[config.mk]
export PLATFORM = sky130hd
export DESIGN_NAME = bf16_seq_adder
export DESIGN_NICKNAME = d
export VERILOG_FILES = /design/src/rtl/bf16_seq_adder.sv
export SDC_FILE = /design/constraint.sdc
export NUM_CORES = 1
export LEC_CHECK = 0
export BUFFER_PORTS_ARGS = -buffer_cell sky130_fd_sc_hd__buf_2
export CAP_MARGIN = 20
export CORE_ASPECT_RATIO = 2
export CORE_MARGIN = 1
export CORE_UTILIZATION = 60
export CTS_CLUSTER_SIZE = 24
export DETAILED_ROUTE_END_ITERATION = 10
export PLACE_DENSITY_LB_ADDON = 0.25
export SLEW_MARGIN = 30
export SYNTH_ARGS = -nofsm -noshare
export SYNTH_HDL_FRONTEND = slang
export SYNTH_SLANG_ARGS = --single-unit
[constraint.sdc]
create_clock -name clk -period 10.47 [get_ports clk]
set_input_delay 0.5235 -clock clk [delete_from_list [all_inputs] [get_ports clk]]
set_output_delay 0.5235 -clock clk [all_outputs]
set_load 0.01 [all_outputs]
[src/rtl/bf16_seq_adder.sv]
// Multi-cycle bfloat16 adder with valid/ready request and response handshakes.
// One operation in flight; alignment and normalisation move one bit per cycle.
module bf16_seq_adder #(
    parameter int EW  = 8,
    parameter int MW  = 7,
    parameter int GRS = 3
) (
    input  logic              clk,
    input  logic              rst_n,
    input  logic              in_valid,
    output logic              in_ready,
    input  logic [EW+MW:0]    a,
    input  logic [EW+MW:0]    b,
    output logic              out_valid,
    input  logic              out_ready,
    output logic [EW+MW:0]    sum,
    output logic              ovf
);
    localparam int W  = 1 + EW + MW;
    localparam int SW = 1 + MW + GRS;
    localparam int XW = EW + 2;
    localparam int CW = $clog2(SW + 1);
    localparam logic [EW-1:0] EMAX = '1;
    localparam logic [W-1:0]  QNAN = {1'b0, EMAX, 1'b1, {(MW-1){1'b0}}};

    typedef enum logic [2:0] {
        S_IDLE, S_UNPACK, S_ALIGN, S_ADD, S_NORM, S_ROUND, S_DONE
    } state_t;

    state_t         state_q, state_d;
    logic [W-1:0]   a_q, a_d, b_q, b_d, sum_q, sum_d;
    logic           ovf_q, ovf_d, sx_q, sx_d, sy_q, sy_d;
    logic [XW-1:0]  ex_q, ex_d;
    logic [SW-1:0]  mx_q, mx_d, my_q, my_d;
    logic [SW:0]    acc_q, acc_d;
    logic [EW-1:0]  d_q, d_d;
    logic [CW-1:0]  acnt_q, acnt_d;

    // Result significand rounded to nearest-even; top bit is the mantissa carry-out.
    function automatic logic [MW+1:0] round_rne(input logic [SW-1:0] sig);
        logic up;
        up = sig[GRS-1] & ((|sig[GRS-2:0]) | sig[GRS]);
        return {1'b0, sig[SW-1:GRS]} + {{(MW+1){1'b0}}, up};
    endfunction

    logic          sa, sb, a_nan, b_nan, a_inf, b_inf, a_zero, b_zero, swap;
    logic [EW-1:0] ea, eb;
    logic [MW-1:0] ma, mb;
    logic [W-1:0]  xop, yop;
    logic [SW:0]   addres;
    logic [MW+1:0] rnd;
    logic [XW-1:0] exp_r;

    assign sa     = a_q[W-1];
    assign sb     = b_q[W-1];
    assign ea     = a_q[W-2:MW];
    assign eb     = b_q[W-2:MW];
    assign ma     = a_q[MW-1:0];
    assign mb     = b_q[MW-1:0];
    assign a_nan  = (ea == EMAX) && (ma != '0);
    assign b_nan  = (eb == EMAX) && (mb != '0);
    assign a_inf  = (ea == EMAX) && (ma == '0);
    assign b_inf  = (eb == EMAX) && (mb == '0);
    // Exponent zero covers both true zeros and subnormals, which are flushed.
    assign a_zero = (ea == '0);
    assign b_zero = (eb == '0);
    assign swap   = a_q[W-2:0] < b_q[W-2:0];
    assign xop    = swap ? b_q : a_q;
    assign yop    = swap ? a_q : b_q;
    assign addres = (sx_q == sy_q) ? ({1'b0, mx_q} + {1'b0, my_q})
                                   : ({1'b0, mx_q} - {1'b0, my_q});
    assign rnd    = round_rne(acc_q[SW-1:0]);
    assign exp_r  = ex_q + {{(XW-1){1'b0}}, rnd[MW+1]};

    assign in_ready  = (state_q == S_IDLE);
    assign out_valid = (state_q == S_DONE);
    assign sum       = sum_q;
    assign ovf       = ovf_q;

    always_comb begin
        state_d = state_q;
        a_d     = a_q;
        b_d     = b_q;
        sum_d   = sum_q;
        ovf_d   = ovf_q;
        sx_d    = sx_q;
        sy_d    = sy_q;
        ex_d    = ex_q;
        mx_d    = mx_q;
        my_d    = my_q;
        acc_d   = acc_q;
        d_d     = d_q;
        acnt_d  = acnt_q;
        case (state_q)
            S_IDLE: begin
                if (in_valid) begin
                    a_d     = a;
                    b_d     = b;
                    ovf_d   = 1'b0;
                    state_d = S_UNPACK;
                end
            end
            S_UNPACK: begin
                state_d = S_DONE;
                if (a_nan || b_nan || (a_inf && b_inf && (sa != sb)))
                    sum_d = QNAN;
                else if (a_inf)
                    sum_d = a_q;
                else if (b_inf)
                    sum_d = b_q;
                else if (a_zero && b_zero)
                    sum_d = {sa & sb, {(W-1){1'b0}}};
                else if (a_zero)
                    sum_d = b_q;
                else if (b_zero)
                    sum_d = a_q;
                else begin
                    sx_d    = xop[W-1];
                    sy_d    = yop[W-1];
                    ex_d    = {{(XW-EW){1'b0}}, xop[W-2:MW]};
                    mx_d    = {1'b1, xop[MW-1:0], {GRS{1'b0}}};
                    my_d    = {1'b1, yop[MW-1:0], {GRS{1'b0}}};
                    d_d     = xop[W-2:MW] - yop[W-2:MW];
                    acnt_d  = '0;
                    state_d = (xop[W-2:MW] == yop[W-2:MW]) ? S_ADD : S_ALIGN;
                end
            end
            S_ALIGN: begin
                my_d   = {1'b0, my_q[SW-1:1]};
                my_d[0] = my_q[1] | my_q[0];
                d_d    = d_q - EW'(1);
                acnt_d = acnt_q + CW'(1);
                if ((d_q == EW'(1)) || (acnt_q == CW'(SW-1))) begin
                    // Any shift still owed once the window is exhausted only feeds sticky.
                    if (d_q != EW'(1))
                        my_d = {{(SW-1){1'b0}}, |my_q};
                    state_d = S_ADD;
                end
            end
            S_ADD: begin
                acc_d = addres;
                if (addres == '0) begin
                    sum_d   = '0;
                    state_d = S_DONE;
                end else if (addres[SW] || !addres[SW-1])
                    state_d = S_NORM;
                else
                    state_d = S_ROUND;
            end
            S_NORM: begin
                if (acc_q[SW]) begin
                    acc_d   = {1'b0, acc_q[SW:2], acc_q[1] | acc_q[0]};
                    ex_d    = ex_q + XW'(1);
                    state_d = S_ROUND;
                end else begin
                    acc_d = {acc_q[SW-1:0], 1'b0};
                    ex_d  = ex_q - XW'(1);
                    if (ex_q == XW'(1)) begin
                        sum_d   = {sx_q, {(W-1){1'b0}}};
                        state_d = S_DONE;
                    end else if (acc_q[SW-2])
                        state_d = S_ROUND;
                end
            end
            S_ROUND: begin
                state_d = S_DONE;
                if (exp_r >= {{(XW-EW){1'b0}}, EMAX}) begin
                    sum_d = {sx_q, EMAX, {MW{1'b0}}};
                    ovf_d = 1'b1;
                end else
                    sum_d = {sx_q, exp_r[EW-1:0], rnd[MW+1] ? rnd[MW:1] : rnd[MW-1:0]};
            end
            S_DONE: begin
                if (out_ready)
                    state_d = S_IDLE;
            end
            default: state_d = S_IDLE;
        endcase
    end

    always_ff @(posedge clk) begin
        if (!rst_n) begin
            state_q <= S_IDLE;
            sum_q   <= '0;
            ovf_q   <= 1'b0;
        end else begin
            state_q <= state_d;
            sum_q   <= sum_d;
            ovf_q   <= ovf_d;
        end
    end

    always_ff @(posedge clk) begin
        a_q    <= a_d;
        b_q    <= b_d;
        sx_q   <= sx_d;
        sy_q   <= sy_d;
        ex_q   <= ex_d;
        mx_q   <= mx_d;
        my_q   <= my_d;
        acc_q  <= acc_d;
        d_q    <= d_d;
        acnt_q <= acnt_d;
    end
endmodule
# ---- After elaboration in Yosys (flattened, before gate mapping)
# Index checks and enable logic that the tools add are counted.
dict set report classes {
  addsub 9
  order_cmp 2
  n_eq_ne 30
  n_mux 67
  bitwise 11
  n_reduce_logical 34
}
# cell n
set ops {}
lappend ops {{16-bit 2-to-1 mux} 11}
lappend ops {{10-bit 2-to-1 mux} 9}
lappend ops {{11-bit 2-to-1 mux} 6}
lappend ops {{16-bit case mux with 4 select lines} 1}
lappend ops {{8-bit 2-to-1 mux} 6}
lappend ops {{3-bit 2-to-1 mux} 12}
lappend ops {{12-bit 2-to-1 mux} 2}
lappend ops {{4-bit 2-to-1 mux} 6}
lappend ops {{2-bit != test, second input constant} 12}
lappend ops {{12-bit case mux with 2 select lines} 1}
lappend ops {{11-bit case mux with 2 select lines} 1}
lappend ops {{3-bit case mux with 7 select lines} 1}
lappend ops {{7-bit AND reduction} 3}
lappend ops {{10-bit case mux with 2 select lines} 1}
lappend ops {{8-bit == test, second input constant} 2}
lappend ops {{8-bit logical NOT} 2}
lappend ops {{8-bit case mux with 2 select lines} 1}
lappend ops {{15-bit < comparator} 1}
lappend ops {{15-bit 2-to-1 mux} 1}
lappend ops {{7-bit logical NOT} 2}
lappend ops {{7-bit nonzero test} 2}
lappend ops {{11-bit by 11-bit adder with 12-bit output} 1}
lappend ops {{12-bit logical NOT} 1}
lappend ops {{11-bit by 11-bit subtractor with 12-bit output} 1}
lappend ops {{41 further kinds} 67}
dict set report totals {
  register_bits 106
  inputBits 36
  out_inout_bits 19
  wordCells 166
}

# ---- Depth between registers and ports, before layout
dict set report depth {
  ltp_word 11
  ltp_mapped 17
}

# ---- Least setup slack after synthesis
# No wires, ideal clock.
dict set report synth_timing {
  kind {register to register}
  startpoint {reg a_q[9]}
  endpoint {reg d_q[4], data pin}
  arrival_ns 3.106
  path_slack_ns 7.094
  stages_incl_launch_ff 15
  n_path_buf 3
  cell_sequence {edfxtp_1 -> ha_1 -> and2_1 -> a221o_1 -> nand2_1 -> o211ai_2 -> buf_6 -> buf_2 -> buf_2 -> mux2i_1 -> ha_1 -> a211o_1 -> a221oi_2 -> xor2_1 -> a21oi_1}
}
dict set report synth_between {
  elab_chain_len 10
}
# item line
set synth_rtl {}
lappend synth_rtl {{start: declaration} 31} ;# logic [W-1:0] a_q, a_d, b_q, b_d, sum_q, sum_d;
lappend synth_rtl {{start signal: assignment} 194} ;# a_q <= a_d;
lappend synth_rtl {{15-bit < comparator} 67} ;# assign swap = a_q[W-2:0] < b_q[W-2:0];
lappend synth_rtl {{16-bit 2-to-1 mux (on tied branches)} {68, 69}}
lappend synth_rtl {{8-bit subtractor *} 123} ;# d_d = xop[W-2:MW] - yop[W-2:MW];
lappend synth_rtl {{8-bit 2-to-1 mux *} 115} ;# else if (b_zero)
lappend synth_rtl {{8-bit 2-to-1 mux *} 113} ;# else if (a_zero)
lappend synth_rtl {{8-bit 2-to-1 mux *} 111} ;# else if (a_zero && b_zero)
lappend synth_rtl {{8-bit 2-to-1 mux *} 109} ;# else if (b_inf)
lappend synth_rtl {{8-bit 2-to-1 mux *} 107} ;# else if (a_inf)
lappend synth_rtl {{8-bit 2-to-1 mux *} 105} ;# if (a_nan || b_nan || (a_inf && b_inf && (sa != sb)))
lappend synth_rtl {{8-bit case mux with 2 select lines *} 94} ;# case (state_q)
lappend synth_rtl {{named net d_d[4]} 36} ;# logic [EW-1:0] d_q, d_d;
lappend synth_rtl {{end signal: assignment} 202} ;# d_q <= d_d;
lappend synth_rtl {{end: declaration} 36}
# Mark *: on every way through the listed nets, which the timed path passes. The rest lies on a longest branch. The select of a mux whose other input is x is not followed.
# A chain may end at the register's enable or synchronous reset.

# ---- Worst setup path in the final report
dict set report layout_timing {
  startpoint {reg acc_q[2]}
  endpoint {reg sum_q[3], in the netlist sum[3]}
}
dict set report layout_between {
  elab_chain_len 6
}
# item line
set layout_rtl {}
lappend layout_rtl {{start: declaration} 35} ;# logic [SW:0] acc_q, acc_d;
lappend layout_rtl {{start signal: assignment} 201} ;# acc_q <= acc_d;
lappend layout_rtl {{1-bit AND *} 42} ;# up = sig[GRS-1] & ((|sig[GRS-2:0]) | sig[GRS]);
lappend layout_rtl {{8-bit by 1-bit adder with 9-bit output *} 43} ;# return {1'b0, sig[SW-1:GRS]} + {{(MW+1){1'b0}}, up};
lappend layout_rtl {{10-bit by 1-bit adder with 10-bit output} 73} ;# assign exp_r = ex_q + {{(XW-1){1'b0}}, rnd[MW+1]};
lappend layout_rtl {{10-bit by 8-bit greater-or-equal comparator with 1-bit output} 167} ;# if (exp_r >= {{(XW-EW){1'b0}}, EMAX}) begin
lappend layout_rtl {{15-bit 2-to-1 mux *} 167}
lappend layout_rtl {{16-bit case mux with 4 select lines *} 94}
lappend layout_rtl {{end signal: assignment} 188} ;# sum_q <= sum_d;
lappend layout_rtl {{end: declaration} 31}
# Mark *: on every way between the ends. The rest lies on a longest branch, timed or not.

==> flow_metrics.env <==
export IMPL_placed_cell_area_um2=7680
export IMPL_antennaDiodeCount=0
export IMPL_detail_route_iter0_violations=465
export IMPL_layout_cells_most_common="edfxtp_1"
export IMPL_post_drt_via_cell_ratio=6.22
export IMPL_pin_count_of_the_biggest_net_entering_global_routing=51
export IMPL_worstPathArrival_ns=4.08
export IMPL_min_to="a_q[4]"
export IMPL_cts_hold_fix_buffers=0
export IMPL_report_final_slew_viol_count=0
export IMPL_power_per_cell_area_nw_per_um2=284
export IMPL_drtPass1Iterations=6
export IMPL_crit_path_start_kind="flop"
export IMPL_setup_viol_count_final=0
export IMPL_avgSynthCellArea_um2=9.29
export IMPL_synth_flop_cell="edfxtp_1"
export IMPL_synth_cell_area_um2=7370
export IMPL_final_antenna_net_count=0
export IMPL_maxCapViolations=0
export IMPL_regToRegSetupSlack_ns=6.68
export IMPL_num_rows=56
export IMPL_insertion_delay_ns=0.36
export IMPL_preCtsSetupSlack_ns=6.77
export IMPL_antenna_violations_before_repair=0
export IMPL_total_die_area_um2=12800
export IMPL_yosysWarnings=0
export IMPL_clk_transition_reported_paths_ns=0.08
export IMPL_globalRouteTotalUtil_pct=30.7
export IMPL_global_route_overflow_total=0
export IMPL_reg2reg_depth=16
export IMPL_hold_path_cell_count=1
export IMPL_die_height_um=159
export IMPL_ioPinCount=55
export IMPL_hold_path_class="in -> reg"
export IMPL_post_cts_repair_setup_buffers=0
export IMPL_timing_slew_headroom_pct=36.3
export IMPL_setup_tns_ns=0
export IMPL_async_flop_share_pct=0
export IMPL_fillCellCount=927
export IMPL_status="complete, no violations"
export IMPL_postSynthNetCount=871
export IMPL_dr_total_vias=6060
export IMPL_combined_area_of_the_multi_input_logic_cells_um2=4000
export IMPL_rr_startpoint="acc_q[2]"
export IMPL_total_area_of_sequential_cells_um2=2980
export IMPL_total_power_mw=2.27
export IMPL_layout_drive_gt1_share_pct=14.0
export IMPL_h_tree_depth=3
export IMPL_crit_end_element="flop"
export IMPL_clock_path_buffers=2
export IMPL_worst_clock_skew_ns=0.00789
export IMPL_most_common_layout_cells="edfxtp_1, nor2_1, nand2_1"
export IMPL_yosys_register_bits=106
export IMPL_seq_area_frac_synth_pct=40.5
export IMPL_reg2reg_to="sum[3]"
export IMPL_vdd_ir_drop_max_uv=170
export IMPL_vias_in_the_first_global_route=6075
export IMPL_areaGrowthSynthToFinish_pct=8.47
export IMPL_placement_io_buffers=54
export IMPL_layout_worst_path_cycle_share_pct=36.2
export IMPL_num_nets_final=903
export IMPL_time_the_final_worst_path_needs_with_i_o_delays_and_setup_ns=3.79
export IMPL_critical_path_required_ns=10.76
export IMPL_tritoncts="done"
export IMPL_post_synth_edffs=86
export IMPL_p_leak_nw=3.18
export IMPL_routed_wl_um=18900
export IMPL_die_w_um=80.4
export IMPL_initial_core_util_pct=62.2
export IMPL_detail_route_wl_per_cell_um=19.4
export IMPL_setup_slack_ns=6.68
export IMPL_core_area_um2=11800
export IMPL_grt_first_pass_wirelength_um=30000
export IMPL_drt_drc_violations_left=0
export IMPL_synth_cell_types=78
export IMPL_worst_setup_path_type="reg -> reg"
export IMPL_postSynthCellCount=793
export IMPL_crit_fanout=7
export IMPL_cts_root_buf="clkbuf_16"
export IMPL_final_cell_area_um2=8000
export IMPL_cts_buffers=9
export IMPL_rsz_0062_raised_after_global_routing="false"
export IMPL_timing_hold_worst_start="a[4]"
export IMPL_achievable_frequency_mhz=264
export IMPL_cts_sink_count=106
export IMPL_hold_viol_final=0
export IMPL_worst_pin_slew_ns=0.952
export IMPL_cts_resized_gates=0
export IMPL_place_detailed_hpwl_um=14600
export IMPL_place_congestion=0.940
-- per-layer routing --
metal	vias to the layer above	GRT usage, %	routed length (um)
met4	0	12.1	622
met1	2869	32.4	6980
li1	2958	-	-
met2	188	58.4	10600
met3	45	4.02	692
met5	-	0	0
-- logic make-up (layout without fill, tap and decap cells) --
group	Yosys count	after routing	synth area share, %
muxes	30	30	4.12
xor gates and xnor gates	43	43	5.21
adders and majority gates	42	42	7.23
buffers and inverters	90	127	5.38
DFF	106	106	40.5
AOI/OAI and AO/OA	214	214	19.2
and+or+nand+nor	268	268	18.3
-- worst max-delay path by stage --
stage | start | to | slack, ns | cells after the start
after global routing | acc_q[2] | sum[5] | 6.33 | 16
after CTS | acc_q[2] | sum[3] | 6.73 | 16
after global placement | acc_q[2] | sum[5] | 6.90 | 16
final | acc_q[2] | sum[3] | 6.68 | 16
after floorplan | a_q[9] | d_q[4] | 7.09 | 14
after detailed placement | acc_q[2] | sum[3] | 6.77 | 16
-- power breakdown --
part | switching, mW | total (mW) | internal (mW)
combinational | 0.660 | 1.10 | 0.439
clock | 0.178 | 0.349 | 0.171
sequential | 0.160 | 0.821 | 0.661
-- registers in the layout (all words and copies together) (netlist names) --
register / flops
mx_q: 7
ex_q: 10
my_q: 11
state_q: 3
a_q: 16
b_q: 16
acnt_q: 4
d_q: 8
ovf: 1
sy_q: 1
acc_q: 12
sx_q: 1
sum: 16
-- cells in the mapped netlist, types with 3 or more instances --
cell type,count,area [um2]
edfxtp_1,86,2580
nor2_1,76,285
nand2_1,67,251
a21oi_1,59,295
inv_1,47,176
o21ai_0,43,215
ha_1,41,513
mux2i_1,27,270
clkbuf_1,25,93.8
nand3_1,23,115
xnor2_1,22,193
dfxtp_1,20,400
xor2_1,20,175
o21ai_1,19,95.1
a21oi_2,14,123
nor3_1,14,70.1
nand4_1,11,68.8
and3_1,10,62.6
nor2b_1,10,62.6
a211oi_1,9,67.6
a21o_1,9,67.6
and2_1,9,56.3
nand2b_1,9,56.3
buf_2,8,40.0
nor4_1,7,43.8
o211ai_1,7,52.6
a31oi_1,6,37.5
nand3b_1,6,45.0
or4_1,6,45.0
buf_6,5,56.3
o22ai_1,4,25.0
or3_1,4,25.0
mux2_2,3,33.8
nor3b_1,3,22.5
o21a_1,3,22.5
o22a_1,3,26.3
o31ai_1,3,22.5
o32ai_1,3,26.3
-- critical path: stages (launching register included) --
cell and delay (ns):
edfxtp_1 0.43, and2_1 0.21, ha_1 0.19, and3_1 0.20, and3_1 0.20, and3_1 0.33
ha_1 0.26, ha_1 0.24, nand3_1 0.15, nor2_1 0.22, nand4_1 0.12, nand2_1 0.21
o41a_1 0.23, nand3_1 0.22, nor2_1 0.25, a21oi_1 0.12, a21oi_2 0.14
-- per-stage QoR --
step | instances | utilization (%) | hold slack (ns)
after global routing | 975 | 67.5 | 0.332
final | 975 | 67.5 | 0.338
after floorplan | 793 | - | 0.479
after CTS | 974 | 67.4 | 0.333
after global placement | 958 | 64.8 | 0.446
after detailed placement | 958 | 64.8 | 0.463
-- final cells by class --
cell class | instances | share of cell area (%)
Inverter | 48 | 2.25
Multi-Input combinational cell | 597 | 50.1
Timing Repair Buffer | 63 | 4.32
Tap cell | 145 | 2.27
Clock buffer | 9 | 2.82
Sequential cell | 106 | 37.3
Clock inverter | 7 | 0.955
Note: power is estimated with default switching activity, not from simulation.
